[src/rtl/ws_pkg.sv]
// Shared constants, result word type and pointer-width helper for the WS array result path.
// Latency: none (declarations only).
// Backpressure: none (declarations only).
package ws_pkg;

    localparam int IN_WORD_SIZE  = 8;
    localparam int OUT_WORD_SIZE = 16;
    localparam int ROW           = 3;
    localparam int COLUMN        = 3;

    typedef logic signed [OUT_WORD_SIZE-1:0] result_t;

    // Ceiling log2; returns 0 for values <= 1.
    function automatic int clog2(input int value);
        int n;
        n = 0;
        while ((1 << n) < value) n++;
        return n;
    endfunction

endpackage

[src/rtl/ws_result_deskew_if.sv]
// Handshake bundle between the array's last column, the deskew stage and the writeback consumer.
// Latency: none (wires only).
// Backpressure: out_ready only; the input side has no ready because the array cannot stall.
interface ws_result_deskew_if
    import ws_pkg::*;
#(
    parameter int out_word_size = OUT_WORD_SIZE,
    parameter int row           = ROW
);
    logic [0:row-1][out_word_size-1:0] Result_in;
    logic                              in_valid;
    logic [0:row-1][out_word_size-1:0] out_data;
    logic                              out_valid;
    logic                              out_ready;

    modport master (
        output Result_in, in_valid, out_ready,
        input  out_data, out_valid
    );

    modport slave (
        input  Result_in, in_valid, out_ready,
        output out_data, out_valid
    );
endinterface

[src/rtl/ws_vec_fifo.sv]
// Synchronous FIFO of whole aligned vectors; head is read straight from storage.
// Latency: push visible at the head one cycle later; no bypass when empty.
// Backpressure: push refused when full unless a pop happens in the same cycle.
module ws_vec_fifo
    import ws_pkg::*;
#(
    parameter int width = 48,
    parameter int depth = 4
) (
    input  logic                   clk,
    input  logic                   rst,
    input  logic                   push,
    input  logic [width-1:0]       push_data,
    input  logic                   pop,
    output logic [width-1:0]       pop_data,
    output logic                   full,
    output logic                   empty,
    output logic [clog2(depth):0]  count
);
    localparam int PW = clog2(depth);

    logic [width-1:0] mem [depth];
    logic [PW-1:0]    wr_ptr;
    logic [PW-1:0]    rd_ptr;
    logic             do_push;
    logic             do_pop;

    assign empty    = (count == '0);
    assign full     = (count == (PW+1)'(depth));
    assign do_pop   = pop && !empty;
    assign do_push  = push && (!full || do_pop);
    assign pop_data = mem[rd_ptr];

    // Vector storage; cleared on reset so the head reads zero while empty.
    always_ff @(posedge clk) begin
        if (rst) begin
            for (int i = 0; i < depth; i++) mem[i] <= '0;
        end else if (do_push) begin
            mem[wr_ptr] <= push_data;
        end
    end

    // Pointers wrap naturally; occupancy tracks push minus pop.
    always_ff @(posedge clk) begin
        if (rst) begin
            wr_ptr <= '0;
            rd_ptr <= '0;
            count  <= '0;
        end else begin
            if (do_push) wr_ptr <= wr_ptr + PW'(1);
            if (do_pop)  rd_ptr <= rd_ptr + PW'(1);
            count <= count + (PW+1)'(do_push) - (PW+1)'(do_pop);
        end
    end

endmodule

[src/rtl/ws_result_deskew.sv]
// Re-aligns row-staggered partial sums into whole vectors, optional ReLU, then buffers them.
// Latency: in_valid at cycle t reaches out_valid at cycle t+row when the FIFO is empty.
// Backpressure: out_ready stalls the FIFO head; a full FIFO drops the vector and sets overflow.
module ws_result_deskew
    import ws_pkg::*;
#(
    parameter int out_word_size = OUT_WORD_SIZE,
    parameter int row           = ROW,
    parameter int fifo_depth    = 4
) (
    input  logic                        clk,
    input  logic                        rst,
    input  logic                        relu_en,
    input  logic                        clr_overflow,
    output logic [clog2(fifo_depth):0]  occupancy,
    output logic                        overflow,
    ws_result_deskew_if.slave           bus
);
    logic [out_word_size-1:0]          aligned [row];
    logic [0:row-1][out_word_size-1:0] wr_vec;
    logic [row*out_word_size-1:0]      head;
    logic                              aligned_valid;
    logic                              pop_fire;
    logic                              full;
    logic                              empty;
    logic                              drop;

    // Row r waits row-1-r cycles so it lines up with the last row.
    for (genvar r = 0; r < row; r++) begin : g_row
        localparam int DLY = row - 1 - r;
        if (DLY == 0) begin : g_pass
            assign aligned[r] = bus.Result_in[r];
        end else begin : g_dly
            logic [out_word_size-1:0] dly [DLY];
            // Free-running delay line; valid is tracked separately.
            always_ff @(posedge clk) begin
                if (rst) begin
                    for (int i = 0; i < DLY; i++) dly[i] <= '0;
                end else begin
                    dly[0] <= bus.Result_in[r];
                    for (int i = 1; i < DLY; i++) dly[i] <= dly[i-1];
                end
            end
            assign aligned[r] = dly[DLY-1];
        end
    end

    // Valid follows row 0 through the same number of stages.
    if (row > 1) begin : g_vpipe
        logic [row-2:0] vpipe;
        // Shift in_valid toward aligned_valid; reset discards in-flight vectors.
        always_ff @(posedge clk) begin
            if (rst) vpipe <= '0;
            else     vpipe <= (vpipe << 1) | (row-1)'(bus.in_valid);
        end
        assign aligned_valid = vpipe[row-2];
    end else begin : g_novpipe
        assign aligned_valid = bus.in_valid;
    end

    // ReLU on the aligned vector just ahead of the FIFO write.
    always_comb begin
        wr_vec = '0;
        for (int r = 0; r < row; r++) begin
            wr_vec[r] = (relu_en && aligned[r][out_word_size-1]) ? '0 : aligned[r];
        end
    end

    assign pop_fire = bus.out_valid && bus.out_ready;
    assign drop     = aligned_valid && full && !pop_fire;

    ws_vec_fifo #(
        .width (row * out_word_size),
        .depth (fifo_depth)
    ) u_fifo (
        .clk       (clk),
        .rst       (rst),
        .push      (aligned_valid),
        .push_data (wr_vec),
        .pop       (pop_fire),
        .pop_data  (head),
        .full      (full),
        .empty     (empty),
        .count     (occupancy)
    );

    assign bus.out_data  = head;
    assign bus.out_valid = !empty;

    // Sticky drop flag; a new drop outranks a clear in the same cycle.
    always_ff @(posedge clk) begin
        if (rst)               overflow <= 1'b0;
        else if (drop)         overflow <= 1'b1;
        else if (clr_overflow) overflow <= 1'b0;
    end

endmodule

[src/flat_wrapper.sv]
// flat-port wrapper written by rule: the top's interface ports become plain ports
module ws_result_deskew_flat import ws_pkg::*;
#(
    parameter int out_word_size = OUT_WORD_SIZE,
    parameter int row           = ROW,
    parameter int fifo_depth    = 4
)
  (clk, rst, relu_en, clr_overflow, occupancy, overflow, bus_Result_in, bus_in_valid, bus_out_ready, bus_out_data, bus_out_valid);
  ws_result_deskew_if #(.out_word_size(out_word_size), .row(row)) bus_i ();
  input  logic clk;
  input  logic rst;
  input  logic relu_en;
  input  logic clr_overflow;
  output logic [clog2(fifo_depth):0] occupancy;
  output logic overflow;
  input wire logic [$bits(bus_i.Result_in)-1:0] bus_Result_in;
  input wire logic [$bits(bus_i.in_valid)-1:0] bus_in_valid;
  input wire logic [$bits(bus_i.out_ready)-1:0] bus_out_ready;
  output wire logic [$bits(bus_i.out_data)-1:0] bus_out_data;
  output wire logic [$bits(bus_i.out_valid)-1:0] bus_out_valid;
  assign bus_i.Result_in = bus_Result_in;
  assign bus_i.in_valid = bus_in_valid;
  assign bus_i.out_ready = bus_out_ready;
  assign bus_out_data = bus_i.out_data;
  assign bus_out_valid = bus_i.out_valid;
  ws_result_deskew #(.out_word_size(out_word_size), .row(row), .fifo_depth(fifo_depth)) u_core (.clk(clk), .rst(rst), .relu_en(relu_en), .clr_overflow(clr_overflow), .occupancy(occupancy), .overflow(overflow), .bus(bus_i));
endmodule
[config.mk]
export PLATFORM = sky130hd
export DESIGN_NAME = ws_result_deskew_flat
export DESIGN_NICKNAME = d
export VERILOG_FILES = /design/src/rtl/ws_pkg.sv /design/src/rtl/ws_result_deskew_if.sv /design/src/rtl/ws_vec_fifo.sv /design/src/rtl/ws_result_deskew.sv /design/src/flat_wrapper.sv
export SDC_FILE = /design/constraint.sdc
export NUM_CORES = 1
export LEC_CHECK = 0
export ABC_AREA = 0
export BUFFER_PORTS_ARGS = -buffer_cell sky130_fd_sc_hd__clkbuf_2
export CAP_MARGIN = 20
export CORE_AREA = 3 3 181 130
export CTS_BUF_LIST = sky130_fd_sc_hd__clkbuf_8
export DETAILED_ROUTE_END_ITERATION = 10
export DIE_AREA = 0 0 184 133
export GPL_TIMING_DRIVEN = 0
export SLEW_MARGIN = 20
export SYNTH_ARGS = -nofsm -noshare
export SYNTH_HDL_FRONTEND = slang
export SYNTH_SLANG_ARGS = --single-unit
export TNS_END_PERCENT = 50
[constraint.sdc]
create_clock -name clk -period 4.5 [get_ports clk]
set_input_delay 0.675 -clock clk [delete_from_list [all_inputs] [get_ports clk]]
set_output_delay 0.675 -clock clk [all_outputs]
set_load 0.05 [all_outputs]
After elaboration in Yosys (flattened, before gate mapping)
Memory sizes are Yosys's and may differ from the RTL's. A register that Yosys moved wholly into a read port is not among the register bits.
Index checks and enable logic that the tools add are counted.
{ "op_classes": {"n_eq_ne": 1, "n_reduce_logical": 16, "n_mux": 20, "n_bitwise": 3, "n_addsub": 4} }
{ "op_table": {"columns": ["op", "count"], "rows": [
  ["$mux W16", 6],
  ["$mux W48", 1],
  ["$reduce_or A48 Y1", 1],
  ["$reduce_or A16 Y1", 1],
  ["$mux W1", 10],
  ["$logic_and A1 B1 Y1", 8],
  ["$mux W2", 3],
  ["$add A2 B1 Y2 const B", 2],
  ["$add A3 B1 Y3", 1],
  ["$eq A3 B3 Y1 const B", 1],
  ["$logic_not A1 Y1", 3],
  ["$logic_not A3 Y1", 1],
  ["$sub A3 B1 Y3", 1],
  ["$or A1 B1 Y1", 2],
  ["$or A2 B1 Y2", 1],
  ["$reduce_bool A2 Y1", 1],
  ["$logic_or A1 B1 Y1", 1]
]} }
{ "word_totals": {"word_cells": 52, "out_inout_bits": 53, "in_bits": 54, "ram_bits": 240, "register_bits": 10, "mem_count": 3} }
{ "mem_list": {"columns": ["name", "depth", "width", "rd", "rd_clocked_by_memory_dff", "write_ports", "line_no", "rtl"], "rows": [
  ["u_core.u_fifo.mem", 4, 48, 1, 1, 4, "ws_vec_fifo.sv:22", "logic [width-1:0] mem [depth];"],
  ["u_core.g_row[0].g_dly.dly", 2, 16, 2, 0, 2, "ws_result_deskew.sv:34", "logic [out_word_size-1:0] dly [DLY];"],
  ["u_core.g_row[1].g_dly.dly", 1, 16, 1, 0, 1, "ws_result_deskew.sv:34", null]
]} }

Logic depth before layout (Yosys ltp)
{ "depth": {"ltp_word": 11, "ltp_mapped": 10, "ltp_nobuf": 9} }

By module
A second synthesis with hierarchy kept.
{ "unflattened": {"hier_cells": 678, "hier_area_um2": 10595.2} }
{ "modules_own_cells": {"columns": ["mod", "area_per_inst_um2", "cells_per_inst", "n_inst", "seq_area_each_um2"], "rows": [
  ["ws_vec_fifo", 8752.1, 512, 1, 5945.7],
  ["ws_result_deskew", 1843.0, 166, 1, 1021.0]
]} }

Worst setup path before layout
OpenSTA, ideal clock, no wires.
{ "synth_timing": {"path_type": "register to register", "from": "register u_core.u_fifo.count[1]", "to": "memory u_core.u_fifo.mem[1][0], enable pin", "synth_period_minus_slack_ns": 3.906, "path_slack_ns": 0.594, "path_buffers": 1, "t_arrival_ns": 3.442, "stages_incl_launch_ff": 5, "setup_time_ns": 0.464, "required_ns": 4.036, "cell_sequence": "dfxtp_1 -> or4b_1 -> buf_4 -> nand3_1 -> o21bai_1"} }
{ "synth_rtl": {"columns": ["item", "line_no", "rtl"], "rows": [
  ["start, declared", "ws_vec_fifo.sv:18", "output logic [clog2(depth):0] count"],
  ["start signal, assigned", "ws_vec_fifo.sv:52", "count <= count + (PW+1)'(do_push) - (PW+1)'(do_pop);"],
  ["end, declared", "ws_vec_fifo.sv:22", null]
]} }

==> metrics.cfg <==
[route]
wire_per_inst_um=19.1
via_per_inst=5.16
routed_wl_mm=21.7
initialDrtViolationCount=400
ant_nets=0
dr.pass1.iters=5
drc=0
vias=5880

[die]
die_h_um=133
fp-row-count=45
die_x_um=184
dieArea_sq_um=24500
ios=107
core_sq_um=21700
start_util_pct=45.3

[synth]
yosys.area.top_type=edfxtp_1
muxShareOfSynthArea_pct=11.1
synth_top_family_by_area=simple AND/OR/NAND/NOR gates
syn_avg_cell_area_sq_um=14.6
yosys-top-cells-area=edfxtp_1, dfxtp_1, mux4_2
synth-edff-count=192
syn_nets=733
synth_fa_ha_area_share_pct=0.457
synth-simple-area-share_pct=14.0
syn_inst=676
synth_ff_type=edfxtp_1
async_flop_share_pct=0
yosysMostFrequentCell=nor2_1
synth_compound_area_share_pct=0.622
ys_types=31
synth_top_area_share_pct=58.5
yosys_warnings=0
ys_seq_area_share_pct=70.7
synth_area_sq_um=9850
ys_ff_latch=252
synthXorXnorAreaFrac_pct=0.356
synth_top_cells_by_count=nor2_1, edfxtp_1, dfxtp_1

[clocking]
cts_buffer_depth=3
cts_tree=done
cts_resized=0
cts_setup_buffers=0
cts.sinks=252
clk_pin_slew_ns=0.06
cts_root_buf=clkbuf_8
numCtsBuffers=39
htreeDepth=2
cts.hold.buffers_added=0
insertion_delay_ns=0.52

[power_and_ir_drop]
leakagePower_nw=4.39
total_power_mw=5.86
peakVddDrop_mv=0.216
p_per_area_nw_per_um2=505

[final_layout]
fillers=1836
drive_gt1_share_pct=28.1
syn_to_final_growth_pct=17.9
final_area_sq_um=11600
fin_util_pct=53.4
layout.nets=886
diodes=0

[place]
port_buffers=106
gp_congestion=0.723
pre_cts_slack_ns=1.54
placed_cell_area_sq_um=10900
hpwl_mm=13.8

[sta]
worst_clock_skew_ns=0.0209
fin_crit_sh_pct=76.3
clock.fmax_mhz=291
layout_setup_ws_ns=1.07
hold_ws_ns=0.365
rsz0062_at_grt=no
tightest_slew_ns=0.787
setup_violations=0
slew_violations=0
period_needed_ns=3.43
slew_headroom_pct=47.6
final-hold-violation-count=0

[outcome]
outcome=finished, final reports clean

[critical_path]
cp.arrival_ns=2.76
crit_chain=clkbuf_1, buf_1, mux4_2, clkbuf_2
critical_path.max_stage_delay_ns=0.58
slowest_stage=clkbuf_1
crit_path_end_kind=output port
startpoint_type=flip-flop
path_delay_family=buffers and inverters
path_max_fanout=10
cp_data_required_time_ns=3.83
worst-path-buf-inv=3
r2r_start=u_core.u_fifo.count[1]
critical_path_class=flip-flop to output port

[grt]
grt_max_degree=33
grt_use_total_pct=18.2
grt_pass1_wl_mm=34.0
grt_pass1_vias=6172
overflow=0
antenna_found_initial=0

[min_path]
worstHoldStart=bus_Result_in[30]
hp-class=input pin to flip-flop

[flow_run]
max_cap_violations=0

==> worst paths after layout <==
path         slack (ns)                                to  cells past startpoint
max                1.07                  bus_out_data[33]                      4
min                0.36  u_core.g_row[1].g_dly.dly[0][14]                      2
min reg2reg        0.43  u_core.g_row[0].g_dly.dly[0][31]                      1
max reg2reg        2.01            u_core.u_fifo.count[2]                     10
==> per-stage QoR <==
step,TNS [ns],cells
after detailed placement,0,1070
final,0,1140
after CTS,0,1140
after global placement,-138.18,1064
after floorplan,0,676
after global routing,0,1140
==> worst register-to-register path, delay by kind of cell (launching register included) <==
family | cells | cell delay, ns
simple gates | 3 | 0.69
fa+ha+maj | 3 | 0.75
flops | 1 | 0.37
xor+xnor | 2 | 0.33
buf+inv | 2 | 0.24
==> cell families after synthesis <==
family                     Yosys count
and+or+nand+nor                    314
DFF                                252
muxes                               49
buffers and inverters               47
AOI/OAI and AO/OA                    7
xor gates and xnor gates             4
adders and majority gates            3
==> cells in the final DEF, fill, tap and decap left out, drive strengths merged, types with 4 or more instances in the layout <==
master  count
nor2      199
edfxtp    192
clkbuf    162
dfxtp      60
nor2b      54
nand2      49
mux4       48
buf        34
inv        20
clkinv     13
nand2b      4
==> registers in the layout, indices dropped and copies added (netlist names), named ones only <==
register,cells
u_core.u_fifo.mem,192
u_core.u_fifo.wr_ptr,2
u_core.u_fifo.rd_ptr,2
u_core.u_fifo.count,3
u_core.g_row.g_dly.dly,48
u_core.overflow,1
u_core.g_vpipe.vpipe,2
==> metal layers <==
layer  global-route usage, %  wire length, um  vias up
met5                       0                0        -
met4                    4.62              314        0
met3                    4.89             1640       32
met2                    28.1            10000      197
met1                    26.0             9750     2960
li1                        -                -     2691
==> power by group <==
part	leakage (nW)	switching [mW]	internal, mW
clock	0.412	0.844	0.858
sequential	2.48	0.0455	2.61
combinational	1.50	1.02	0.478
total	4.39	1.91	3.95
==> final cells by class <==
class,instances,area [sq um],area share (%)
buffer,42,254,2.19
clock buffer,42,578,4.98
clock inverter,28,110,0.948
inverter,5,18.8,0.162
multi-input combinational,377,2660,22.9
sequential,252,6970,60.0
tap,282,353,3.04
timing repair buffer,112,681,5.86
No activity file was read; power rests on OpenSTA's default activity.
